--- src/rtl/fetch_sequencer_if.sv ---
// Bus between the fetch sequencer, the 64x13 program memory and the datapath.
// The master side belongs to the sequencer: it drives the memory address and
// the instruction/valid pair, and it receives memory data, ready and zero_flag.
interface fetch_sequencer_if;
    logic [5:0]  pm_addr;
    logic [12:0] pm_ins;
    logic [12:0] ir;
    logic        ex_valid;
    logic        ex_ready;
    logic        zero_flag;

    modport master (
        output pm_addr,
        output ir,
        output ex_valid,
        input  pm_ins,
        input  ex_ready,
        input  zero_flag
    );

    modport slave (
        input  pm_addr,
        input  ir,
        input  ex_valid,
        output pm_ins,
        output ex_ready,
        output zero_flag
    );
endinterface

--- src/rtl/fetch_sequencer.sv ---
// Instruction fetch sequencer: holds the PC, fetches {opcode, operand} into the
// instruction register, resolves JMP/JZ/HLT itself and hands every other opcode
// to the datapath over a valid/ready handshake.
// Optional feature macro: CALL_STACK_EN adds a 4-entry return stack that serves
// CALL/RET; without it those opcodes are ordinary datapath instructions and
// stack_err is tied low.
module fetch_sequencer (
    input  logic              clk,
    input  logic              rst,
    input  logic              run,
    fetch_sequencer_if.master bus,
    output logic              halted,
    output logic              stack_err
);
    localparam logic [4:0] OP_JMP = 5'h1C;
    localparam logic [4:0] OP_JZ  = 5'h1D;
    localparam logic [4:0] OP_HLT = 5'h1F;

    typedef enum logic [1:0] {
        S_HALT   = 2'd0,
        S_FETCH  = 2'd1,
        S_DECODE = 2'd2,
        S_ISSUE  = 2'd3
    } state_t;

    state_t      state_q, state_d;
    logic [5:0]  pc_q, pc_d;
    logic [12:0] ir_q, ir_d;
    logic [5:0]  target;

    // Jump targets use only the low six operand bits; ir[7:6] are ignored.
    assign target = ir_q[5:0];

`ifdef CALL_STACK_EN
    localparam logic [4:0] OP_CALL     = 5'h1A;
    localparam logic [4:0] OP_RET      = 5'h1B;
    localparam int         STACK_DEPTH = 4;
    localparam int         SP_W        = $clog2(STACK_DEPTH + 1);
    localparam int         IDX_W       = $clog2(STACK_DEPTH);
    localparam logic [SP_W-1:0] SP_FULL = SP_W'(STACK_DEPTH);
    localparam logic [SP_W-1:0] SP_ONE  = SP_W'(1);

    logic [SP_W-1:0]  sp_q, sp_d;
    logic             err_q, err_d;
    logic             push;
    logic [IDX_W-1:0] top_idx;
    logic [5:0]       stack_q [STACK_DEPTH];

    // sp points one past the top entry, so the top lives at sp-1.
    assign top_idx   = IDX_W'(sp_q - SP_ONE);
    assign stack_err = err_q;

    // Control registers for the return stack; they survive HALT and run.
    always_ff @(posedge clk or posedge rst) begin
        if (rst) begin
            sp_q  <= '0;
            err_q <= 1'b0;
        end else begin
            sp_q  <= sp_d;
            err_q <= err_d;
        end
    end

    // Return-address storage; the pushed value is the already-incremented PC.
    always_ff @(posedge clk) begin
        if (push) begin
            stack_q[sp_q[IDX_W-1:0]] <= pc_q;
        end
    end
`else
    assign stack_err = 1'b0;
`endif

    // State, PC and instruction register.
    always_ff @(posedge clk or posedge rst) begin
        if (rst) begin
            state_q <= S_HALT;
            pc_q    <= 6'd0;
            ir_q    <= 13'h0;
        end else begin
            state_q <= state_d;
            pc_q    <= pc_d;
            ir_q    <= ir_d;
        end
    end

    // Next-state and control-flow resolution.
    always_comb begin
        state_d = state_q;
        pc_d    = pc_q;
        ir_d    = ir_q;
`ifdef CALL_STACK_EN
        sp_d    = sp_q;
        err_d   = err_q;
        push    = 1'b0;
`endif
        case (state_q)
            S_HALT: begin
                if (run) begin
                    state_d = S_FETCH;
                end
            end
            S_FETCH: begin
                ir_d    = bus.pm_ins;
                pc_d    = pc_q + 6'd1;
                state_d = S_DECODE;
            end
            S_DECODE: begin
                state_d = S_FETCH;
                case (ir_q[12:8])
                    OP_JMP: pc_d = target;
                    OP_JZ: begin
                        if (bus.zero_flag) begin
                            pc_d = target;
                        end
                    end
                    OP_HLT: state_d = S_HALT;
`ifdef CALL_STACK_EN
                    OP_CALL: begin
                        if (sp_q < SP_FULL) begin
                            push = 1'b1;
                            sp_d = sp_q + SP_ONE;
                            pc_d = target;
                        end else begin
                            err_d   = 1'b1;
                            state_d = S_HALT;
                        end
                    end
                    OP_RET: begin
                        if (sp_q != '0) begin
                            pc_d = stack_q[top_idx];
                            sp_d = sp_q - SP_ONE;
                        end else begin
                            err_d   = 1'b1;
                            state_d = S_HALT;
                        end
                    end
`endif
                    default: state_d = S_ISSUE;
                endcase
            end
            S_ISSUE: begin
                if (bus.ex_ready) begin
                    state_d = S_FETCH;
                end
            end
            default: state_d = S_HALT;
        endcase
    end

    // ex_valid is decoded from the state so an asynchronous reset drops it at once.
    assign bus.pm_addr  = pc_q;
    assign bus.ir       = ir_q;
    assign bus.ex_valid = (state_q == S_ISSUE);
    assign halted       = (state_q == S_HALT);
endmodule
--- src/flat_wrapper.sv ---
// flat-port wrapper written by rule: the top's interface ports become plain ports
module fetch_sequencer_flat 
  (clk, rst, run, halted, stack_err, bus_pm_addr, bus_ir, bus_ex_valid, bus_pm_ins, bus_ex_ready, bus_zero_flag);
  fetch_sequencer_if bus_i ();
  input  logic clk;
  input  logic rst;
  input  logic run;
  output logic halted;
  output logic stack_err;
  output wire logic [$bits(bus_i.pm_addr)-1:0] bus_pm_addr;
  output wire logic [$bits(bus_i.ir)-1:0] bus_ir;
  output wire logic [$bits(bus_i.ex_valid)-1:0] bus_ex_valid;
  input wire logic [$bits(bus_i.pm_ins)-1:0] bus_pm_ins;
  input wire logic [$bits(bus_i.ex_ready)-1:0] bus_ex_ready;
  input wire logic [$bits(bus_i.zero_flag)-1:0] bus_zero_flag;
  assign bus_pm_addr = bus_i.pm_addr;
  assign bus_ir = bus_i.ir;
  assign bus_ex_valid = bus_i.ex_valid;
  assign bus_i.pm_ins = bus_pm_ins;
  assign bus_i.ex_ready = bus_ex_ready;
  assign bus_i.zero_flag = bus_zero_flag;
  fetch_sequencer u_core (.clk(clk), .rst(rst), .run(run), .bus(bus_i), .halted(halted), .stack_err(stack_err));
endmodule
--- config.mk ---
export PLATFORM = sky130hd
export DESIGN_NAME = fetch_sequencer_flat
export DESIGN_NICKNAME = d
export VERILOG_FILES = /design/src/rtl/fetch_sequencer_if.sv /design/src/rtl/fetch_sequencer.sv /design/src/flat_wrapper.sv
export SDC_FILE = /design/constraint.sdc
export NUM_CORES = 1
export LEC_CHECK = 0
export CELL_PAD_IN_SITES_DETAIL_PLACEMENT = 0
export CELL_PAD_IN_SITES_GLOBAL_PLACEMENT = 1
export CORE_AREA = 2 2 62 64
export DETAILED_ROUTE_END_ITERATION = 10
export DIE_AREA = 0 0 64 66
export PLACE_DENSITY = 0.83
export RECOVER_POWER = 100
export SYNTH_ARGS = -nofsm -noshare
export SYNTH_HDL_FRONTEND = slang
export SYNTH_SLANG_ARGS = --single-unit
--- constraint.sdc ---
create_clock -name clk -period 1.9 [get_ports clk]
set_input_delay 0.38 -clock clk [delete_from_list [all_inputs] [get_ports clk]]
set_output_delay 0.38 -clock clk [all_outputs]
set_load 0.02 [all_outputs]
==> results.toml, run 1 <==
[yosys]
yosysTopAreaCellShare_pct = 47.24
syn_area_sq_um = 1112
postSynthNetCount = 125
syn_avg_cell_area_sq_um = 10.91
synth.distinct_cells = 28
ys_seq_area_share_pct = 47.24
ys_ff_latch = 21
yosysTopAreaCell = "dfrtp_1"
syn-instance-count = 102
ys_warn_count = 0
synthTopCellsByArea = "dfrtp_1 47%, mux2_2 15%, ha_1 5.6%, o22ai_1 5.1%, o21ai_0 2.7%"

[cts]
root_buffer = "clkbuf_4"
cts_htree_levels = 1
holdBufCountCts = 0
clk_latency_ps = 300
postCtsSetupBuffers = 0
cts_buffers = 3
ctsResizeCount = 1
cts_sinks = 21
cts_tree = "built"
cts_buffer_depth = 2
clkTransAtPathRegs_ps = 120

[route]
via_per_inst = 4.698
drt-total-wl_um = 2404
ant_nets = 0
vias = 888
drt-initial-drc-count = 24
wl_per_cell_um = 12.72
first_pass_iters = 4
drc = 0

[power]
p_leak_nw = 0.6300
power_density_nw_per_um2 = 1732
total_power_mw = 2.691
peakVddDrop_v = 0.0007006

[timing]
min_period_over_period_pct = 95.90
final_hold_viol_count = 0
setup_ws_ps = 77.85
rsz0062_at_grt = "no"
slew_violations = 0
fin_crit_ps = 1822
max_slew_margin_pct = 24.20
max_freq_mhz = 548.8
setup_viol_count_final = 0
fin_setup_tns_ps = 0
worst_pin_slew_ps = 1137
finClkSkew_ps = 5.676

[place]
io_buffers = 38
dpl_cell_area_sq_um = 1538
post-dp-hpwl_um = 1822
gp_congestion = 0.7870
placed_cells = 185
dpl_worst_slack_ps = -123.1

[global_route]
antenna_found_initial = 0
grt_use_total_pct = 12.22
grt_max_degree = 22
grt_pass1_vias = 886
overflow = 0
grt_pass1_wl_um = 4091

[floorplanning]
die_area_sq_um = 4224
rows = 22
io_pins = 40
fp.dieW_um = 64
die_height_um = 66
start_util_pct = 31.32
core_region_area_sq_um = 3551

[worst_setup_path]
crit_buf_inv = 1
worstSetupStartpointType = "flop"
timing_worst_setup_path_type = "flop to output port"
crit_chain = "clkdlybuf4s50_1"
worstPathMaxFanout = 8
cp_slowest_stage_delay_ps = 650
worstPathRequired_ps = 1520
cp.arrival_ps = 1440
endpoint_kind = "output port"
cp_top_family = "buffers and inverters"
cp_slowest_cell = "clkdlybuf4s50_1"

[min_path]
hold_path.class = "flop to flop"

[status]
outcome = "completed"

[cells_and_area]
fin_nets = 165
antenna-diode-count = 0
final_cell_mix = "23 x clkdlybuf4s50_1, 21 x dfrtp_1, 15 x mux2_2"
instances_no_fill = 189
layout_commonest_cell = "clkdlybuf4s50_1"
final_cell_area_sq_um = 1554
drive_gt1_share_pct = 17.73
syn_to_final_growth_pct = 39.71

[job]
maxCapViolCount = 0
## where the power goes
part	switching, mW	internal, mW	total [mW]
Clock	0.130	0.0816	0.211
Combinational	0.790	0.799	1.59
Sequential	0.223	0.668	0.891
## metrics by stage
| step | utilization, % | hold WS, ps |
|---|---|---|
| global placement | 43.31 | 489.9 |
| floorplan | - | 356.5 |
| detailed placement | 43.31 | 499.8 |
| finish | 43.76 | 515.5 |
| global route | 43.76 | 553.9 |
| CTS | 44.01 | 395.0 |
## layer usage
layer	global-route usage (%)	vias to the layer above	share of wire, %
met5	0	-	0
met4	4.891	0	0.96
met3	2.215	2	4.5
met2	21.48	25	49
met1	14.71	423	45
li1	-	438	-
## state kept, by name, summed over array words and instances (netlist names)
| signal | cells |
|---|---|
| u_core.bus.ir | 13 |
| u_core.bus.pm_addr | 6 |
| u_core.state_q | 2 |
## path summary, 6_finish.rpt
kind                                  startpoint                    end  slack [ps]  cells after the start
setup / recovery           u_core.bus.pm_addr[2]         bus_pm_addr[2]          80                      1
hold / removal                  u_core.bus.ir[6]       u_core.bus.ir[6]         520                      1
setup reg to reg               u_core.state_q[0]  u_core.bus.pm_addr[1]         220                      7
hold reg to reg                 u_core.bus.ir[6]       u_core.bus.ir[6]         520                      1
max in group asynchronous                    rst  u_core.bus.pm_addr[0]         350                      3
min in group asynchronous                    rst       u_core.bus.ir[3]         860                      3
## layout make-up
class | count | area [sq um]
multi-input cells | 68 | 526.8
inverters | 7 | 26.28
fillers | 335 | 1997
flip-flops and latches | 21 | 525.5
clock buffers | 4 | 26.28
well taps | 48 | 60.06
repair buffers | 41 | 389.1
## cell usage after synthesis
cell and count:
buf_2 3, ha_1 5, clkbuf_1 1, or2b_1 1, nand4_1 1, nor3_2 1
o21ai_0 6, o2bb2ai_1 1, dfrtp_1 21, nand3_1 5, o22ai_1 9, nor2b_4 1
or4b_1 1, nor2b_1 1, nor3_1 1, buf_4 1, inv_1 7, o32ai_2 1
nor2_1 2, a21oi_1 5, o31ai_1 1, nand2_1 6, conb_1 1, o21a_1 2
nand2b_1 1, and2b_2 1, buf_6 1, mux2_2 15
## cells by family after synthesis
family                   Yosys count  share of synthesized area (%)
flip-flops                        21                          47.24
other                              1                         0.3371
AND/OR/NAND/NOR                   22                          11.59
buffers and inverters             13                          5.737
AO/OA/AOI/OAI                     25                          14.29
adder cells (fa/ha/maj)            5                          5.624
multiplexers                      15                          15.19
No activity file was read; power rests on OpenSTA's default activity.
==> inputs of run 2 (changes only) <==
CELL_PAD_IN_SITES_DETAIL_PLACEMENT = 2   (was 0)
CELL_PAD_IN_SITES_GLOBAL_PLACEMENT = 2   (was 1)
CORE_AREA = 8 8 75 77   (was 2 2 62 64)
DIE_AREA = 0 0 83 85   (was 0 0 64 66)
==> run 2 against run 1 <==
Global-route usage decreased by 3.0 points. Fmax increased by 1.5%. Flip-flop and latch count unchanged. Design area increased by 1.9%. Setup slack improved by 26 ps. Clock skew decreased by 0.89 ps. Wire length increased by 39%. First-iteration DRC count decreased by 63%.
==> results.toml, run 2 (same netlist as run 1, synthesis figures left out) <==
[cts]
cts_buffers = 3
cts_sinks = 21
holdBufCountCts = 0
cts_buffer_depth = 2
postCtsSetupBuffers = 0
cts_htree_levels = 1
clk_latency_ps = 260
clkTransAtPathRegs_ps = 80
cts_tree = "built"
root_buffer = "clkbuf_8"

[cells_and_area]
multi_input_comb_area_sq_um = 529.3
antenna-diode-count = 0
largest_register_ffs = 13
final_cell_area_sq_um = 1583
fin_nets = 165
final_cell_mix = "21 x clkdlybuf4s50_1, 21 x dfrtp_1, 15 x mux2_2, 15 x dlygate4sd3_1, 9 x o22ai_1"
syn_to_final_growth_pct = 42.29
layout.area.seq_sq_um = 525.5
drive_gt1_share_pct = 18.44
fill_cells = 491
instances_no_fill = 195

[worst_setup_path]
worstPathRequired_ps = 1520
cp_slowest_cell = "dlygate4sd3_1"
worstSetupStartpointType = "flop"
crit_buf_inv = 1
cp_top_family = "buffers and inverters"
endpoint_kind = "output port"
worstPathMaxFanout = 6
cp_slowest_stage_delay_ps = 710
cp.arrival_ps = 1420
crit_chain = "dlygate4sd3_1"
timing_worst_setup_path_type = "flop to output port"

[power]
power_density_nw_per_um2 = 1806
p_int_mw = 1.620
switching_share_pct = 43.33
combPwrFrac_pct = 58.0
p_seq_share_pct = 31.6
p_switching_mw = 1.239
clock_power_share_pct = 10.5
p_leak_nw = 0.6440
peakVddDrop_v = 0.0006403

[route]
ant_nets = 0
drc = 0
via_per_inst = 4.785
vias = 933
first_pass_iters = 3
drt-initial-drc-count = 9
wl_per_cell_um = 17.12
drt-total-wl_um = 3338

[timing]
finClkSkew_ps = 4.791
rsz0062_at_grt = "no"
worst_pin_slew_ps = 1159
slew_violations = 0
min_period_over_period_pct = 94.52
max_slew_margin_pct = 22.73
setup_viol_count_final = 0
max_freq_mhz = 556.8
fin_crit_ps = 1796
final_hold_viol_count = 0

[status]
outcome = "completed"

[place]
gp_congestion = 0.7384
placed_cells = 191
post-dp-hpwl_um = 2684
io_buffers = 38
dpl_cell_area_sq_um = 1545

[global_route]
overflow = 0
grt_use_total_pct = 9.265
grt_pass1_wl_um = 5457
grt_pass1_vias = 1070
antenna_found_initial = 0
grt_max_degree = 22

[floorplanning]
start_util_pct = 24.52
rows = 25
fp.dieW_um = 83
die_height_um = 85
die_area_sq_um = 7055
core_region_area_sq_um = 4536
io_pins = 40

[min_path]
hold_path.class = "flop to flop"

[job]
maxCapViolCount = 0
## run 2: changes by cell type in the layout (fill, tap and decap cells not counted), sizes merged
| cell | previous run | this run |
|---|---|---|
| dlygate4sd3 | 13 | 15 |
| clkdlybuf4s50 | 23 | 21 |
## run 2: final timing paths
path                                       startpoint  slack [ps]               endpoint  cells past startpoint
worst min register to register       u_core.bus.ir[7]         520       u_core.bus.ir[7]                      1
worst max-delay path            u_core.bus.pm_addr[1]         100         bus_pm_addr[1]                      1
worst max register to register      u_core.state_q[0]         160  u_core.bus.pm_addr[4]                      5
worst min-delay path                 u_core.bus.ir[7]         520       u_core.bus.ir[7]                      1
max in group asynchronous                         rst         430  u_core.bus.pm_addr[5]                      3
min in group asynchronous                         rst         790       u_core.bus.ir[6]                      3
## run 2: per-stage QoR
step | util [%] | hold slack [ps] | setup WS [ps] | total power [mW] | setup TNS, ps
after global placement | 34.07 | 494.0 | -68.14 | 2.571 | -379.6
after floorplan | - | 356.5 | 309.8 | 1.930 | 0
final | 34.90 | 520.5 | 104.1 | 2.859 | 0
after CTS | 35.03 | 464.7 | 37.36 | 2.985 | 0
after detailed placement | 34.07 | 508.8 | -148.5 | 2.690 | -776.2
after global routing | 34.90 | 543.7 | 34.61 | 3.073 | 0
## run 2: per-layer routing
metal  vias to the layer above  track usage [%]  wire (um)
met4                         0            3.834         36
met2                        18            17.68       1790
met3                         2            2.011        142
met1                       476            9.439       1368
met5                         -                0          0
li1                        437                -          -
## run 2: area by class of cell
class | instances | area share, %
multi-input combinational | 68 | 33.44
inverter | 7 | 1.660
tap | 54 | 4.269
clock buffer | 4 | 2.846
timing repair buffer | 41 | 24.58
sequential | 21 | 33.20
## run 2: power by group through the flow
stage          registers [mW]  logic (mW)  clock network (mW)
6_report                0.903        1.66               0.299
5_1_grt                 0.944        1.81               0.323
4_1_cts                 0.915        1.76               0.305
3_5_place_dp            0.926        1.76                   0
3_3_place_gp            0.899        1.67                   0
2_1_floorplan            1.10       0.832                   0
## run 2: what timing repair did
action | in CTS | in global routing
endpoints found under the setup margin | 1 | 6
resized for setup | 1 | 3
pin swaps | 0 | 0
==> RTL change 1 (config.mk and constraints of run 2) <==
Encoding of `state_t`: now one-hot (4 bits for 4 states).
--- a/src/rtl/fetch_sequencer.sv
+++ b/src/rtl/fetch_sequencer.sv
@@ -18,7 +18,7 @@
 
-    typedef enum logic [1:0] {
-        S_HALT   = 2'd0,
-        S_FETCH  = 2'd1,
-        S_DECODE = 2'd2,
-        S_ISSUE  = 2'd3
+    typedef enum logic [3:0] {
+        S_HALT   = 4'b0001,
+        S_FETCH  = 4'b0010,
+        S_DECODE = 4'b0100,
+        S_ISSUE  = 4'b1000
     } state_t;
Check against the original RTL: no difference found for any inputs over 10 cycles, from zero or initial values and one cycle with rst high; not proved beyond that.
==> RTL change 1 against run 2 <==
  * Worst setup slack got worse by 0.011 ns
  * Sequential cell count grew 2
  * Synthesized area fell by 0.56%
  * Utilization grew 1.7 points
  * Final cell count up 0.51%
  * Wire length rose by 7.8%
  * Combinational power shrank 19%
  * Design area is 4.9% higher
  * Clock skew about the same
  * Total power shrank 9.8%
  * Count of clock-buffer cells in the layout is the same
  * Critical endpoint is now bus_ex_valid
  * Largest power group unchanged
  * Highest routed layer unchanged
==> RTL change 1: results (changes against run 2) <==
[critical_path]
r2r_slack_ns = 0.12  ; was 0.16 ns
slowest_stage = dfstp_2  ; was dlygate4sd3_1
max_stage_delay_ns = 0.37  ; was 0.71 ns
reg2regPathDepth = 6  ; was 5
path_max_fanout = 7  ; was 6

[power_and_ir_drop]
ir_drop_mv = 0.535  ; was 0.640 mV
power.leakage_nw = 0.693  ; was 0.644 nW

[cells_and_area]
fillers = 466  ; was 491
fin_nets = 162  ; was 165
drive_above_1_share_pct = 22.5  ; was 18.4%

[synth]
ys_top_cells_by_count = dfrtp_1 (22), mux2_2 (12), o21ai_0 (8)  ; was dfrtp_1 (21), mux2_2 (15), o22ai_1 (9)
yosys-top-cells-area = dfrtp_1 (50%), mux2_2 (12%), nor4b_4 (4.3%)  ; was dfrtp_1 (47%), mux2_2 (15%), ha_1 (5.6%)
muxShareOfSynthArea_pct = 13.1  ; was 15.2%
syn-num-nets = 114  ; was 125
ys_seq_area_share_pct = 52.1  ; was 47.2%
ys_types = 31  ; was 28

[placement]
place_congestion = 0.714  ; was 0.738
place.detailed.hpwl_mm = 2.80  ; was 2.68 mm
pre_cts_slack_ns = -0.0756  ; was -0.149 ns

[timing]
finClkSkew_ns = 0.00440  ; was 0.00479 ns
slew_headroom_pct = 15.0  ; was 22.7%

[global_route]
grt_pass1_wl_mm = 5.97  ; was 5.46 mm
track_usage_pct = 10.4  ; was 9.26%
grt_max_degree = 24  ; was 22

[detailed_routing]
drtIter0Drc = 47  ; was 9
vias_per_cell = 4.82  ; was 4.78
dr.pass1.iters = 4  ; was 3

[status]
outcome = completed  ; unchanged

## RTL change 1: cell types whose count changed after synthesis, moves of 3 or more
cell | run 2 | this run
ha_1 | 5 | 1
and3_1 | 0 | 3
inv_1 | 7 | 3
mux2_2 | 15 | 12
o22ai_1 | 9 | 1
## RTL change 1: logic make-up (layout without fill, tap and decap cells)
logic type | count (synthesis) | count (layout)
compound gates | 23 | 23
simple gates | 26 | 26
mux | 13 | 13
other cells | 1 | 1
buf+inv | 8 | 55
fa+ha+maj | 1 | 1
flops | 23 | 23
## RTL change 1: report_power, final
group / leakage, nW / internal, mW / total (mW) / switching (mW)
combinational: 0.389 / 0.644 / 1.35 / 0.707
sequential: 0.281 / 0.718 / 0.915 / 0.197
clock: 0.0228 / 0.150 / 0.312 / 0.162
## RTL change 1: timing repair
action                                  CTS  global route
endpoints found under the setup margin    2             4
gates resized for setup                   7             2
buffers inserted                          0             0
## RTL change 1: worst reg2reg max path: stages, from the launching register on
cell	delay [ns]
dfrtp_1	0.43
buf_4	0.18
nor4b_4	0.36
buf_4	0.23
a41o_2	0.18
nor2_1	0.06
a311oi_1	0.25
## RTL change 1: worst max path at each step
stage	start	endpoint	slack, ns	depth (start not counted)
after floorplan	u_core.state_q[0]$_DFFE_PP1P_	halted	0.02	2
after global placement	u_core.state_q[0]$_DFFE_PP1P_	bus_ex_valid	0.003	3
after detailed placement	u_core.state_q[0]$_DFFE_PP1P_	halted	-0.08	2
after CTS	u_core.state_q[3]$_DFFE_PP0P_	u_core.bus.pm_addr[4]$_DFFE_PP0P_	0.004	5
after global routing	u_core.state_q[3]$_DFFE_PP0P_	u_core.bus.pm_addr[4]$_DFFE_PP0P_	0.02	6
final	u_core.state_q[0]$_DFFE_PP1P_	bus_ex_valid	0.09	3
## RTL change 1: layout make-up
| cell class | instances | share of cell area [%] |
|---|---|---|
| sequential | 23 | 34.7 |
| tap | 54 | 4.07 |
| timing repair buffer | 48 | 26.8 |
| multi-input combinational | 64 | 31.0 |
| clock buffer | 4 | 2.71 |
| inverter | 3 | 0.678 |
## RTL change 1: per-stage QoR
step | std cells | area [µm²] | hold slack, ns | total power [mW]
3_5_place_dp | 192 | 1600 | 0.514 | 2.37
5_1_grt | 196 | 1660 | 0.546 | 2.76
6_report | 196 | 1660 | 0.528 | 2.58
3_3_place_gp | 192 | 1600 | 0.490 | 2.27
2_1_floorplan | 95 | 1110 | 0.381 | 1.65
4_1_cts | 196 | 1660 | 0.482 | 2.70
## RTL change 1: per-layer routing
layer | GRT usage [%] | routed length, µm
met4 | 5.75 | 85
met3 | 2.49 | 163
met5 | 0 | 0
met2 | 18.7 | 1900
met1 | 10.8 | 1450
==> RTL change 2 (config.mk and constraints of run 2) <==
Made on the original files. Build with the macro `CALL_STACK_EN` defined.
--- a/src/rtl/fetch_sequencer.sv
+++ b/src/rtl/fetch_sequencer.sv
@@ -6,2 +6,4 @@
 // stack_err is tied low.
+`define CALL_STACK_EN
+
 module fetch_sequencer (
Behaviour: not the same (a bounded check fails within 4 cycles, from zero or initial values and one cycle with rst high).
==> RTL change 2 against run 2 <==
  * The flow now stops in 3_5_place_dp
  * Synthesized area is 120% higher
==> RTL change 2: results (changes against run 2) <==
[status]
error = [ERROR DPL-0033] detailed placement checks failed during check placement.
outcome = stopped before the end  ; was completed
stop_stage = 3_5_place_dp

[synth]
syn_inst = 179  ; was 102
ys_types = 45  ; was 28
avgSynthCellArea_um2 = 13.5  ; was 10.9 µm²
ys_seq_area_share_pct = 55.8  ; was 47.2%
synth-main-ff-cell = dfrtp_1  ; unchanged
ys_top_cells_by_count = dfrtp_1 (25), edfxtp_1 (24), inv_1 (15)  ; was dfrtp_1 (21), mux2_2 (15), o22ai_1 (9)
yosys_warnings = 0  ; unchanged
yosys-top-cells-area = edfxtp_1 (30%), dfrtp_1 (26%), mux2_2 (5.6%)  ; was dfrtp_1 (47%), mux2_2 (15%), ha_1 (5.6%)
ys_ff_latch = 49  ; was 21
synth-edff-count = 24  ; was 0
syn-num-nets = 207  ; was 125
async_flop_share_pct = 51.0  ; was 100%

[placement]
port_buffers = 39  ; was 38
place.detailed.hpwl_mm = 6.75  ; was 2.68 mm
place_congestion = 0.873  ; was 0.738

RTL change 2: logic make-up after synthesis:
kind of cell	count (synthesis)	synth area share, %
XOR/XNOR	3	1.09
AND/OR/NAND/NOR	38	10.3
buffers and inverters	23	4.36
multiplexers	21	12.7
flip-flops	49	55.8
AO/OA/AOI/OAI	35	10.6
adder cells (fa/ha/maj)	10	5.19
RTL change 2: metrics by stage:
step / hold slack, ns / setup WS (ns)
3_3_place_gp: 0.457 / 0.145
2_1_floorplan: 0.407 / 0.00906
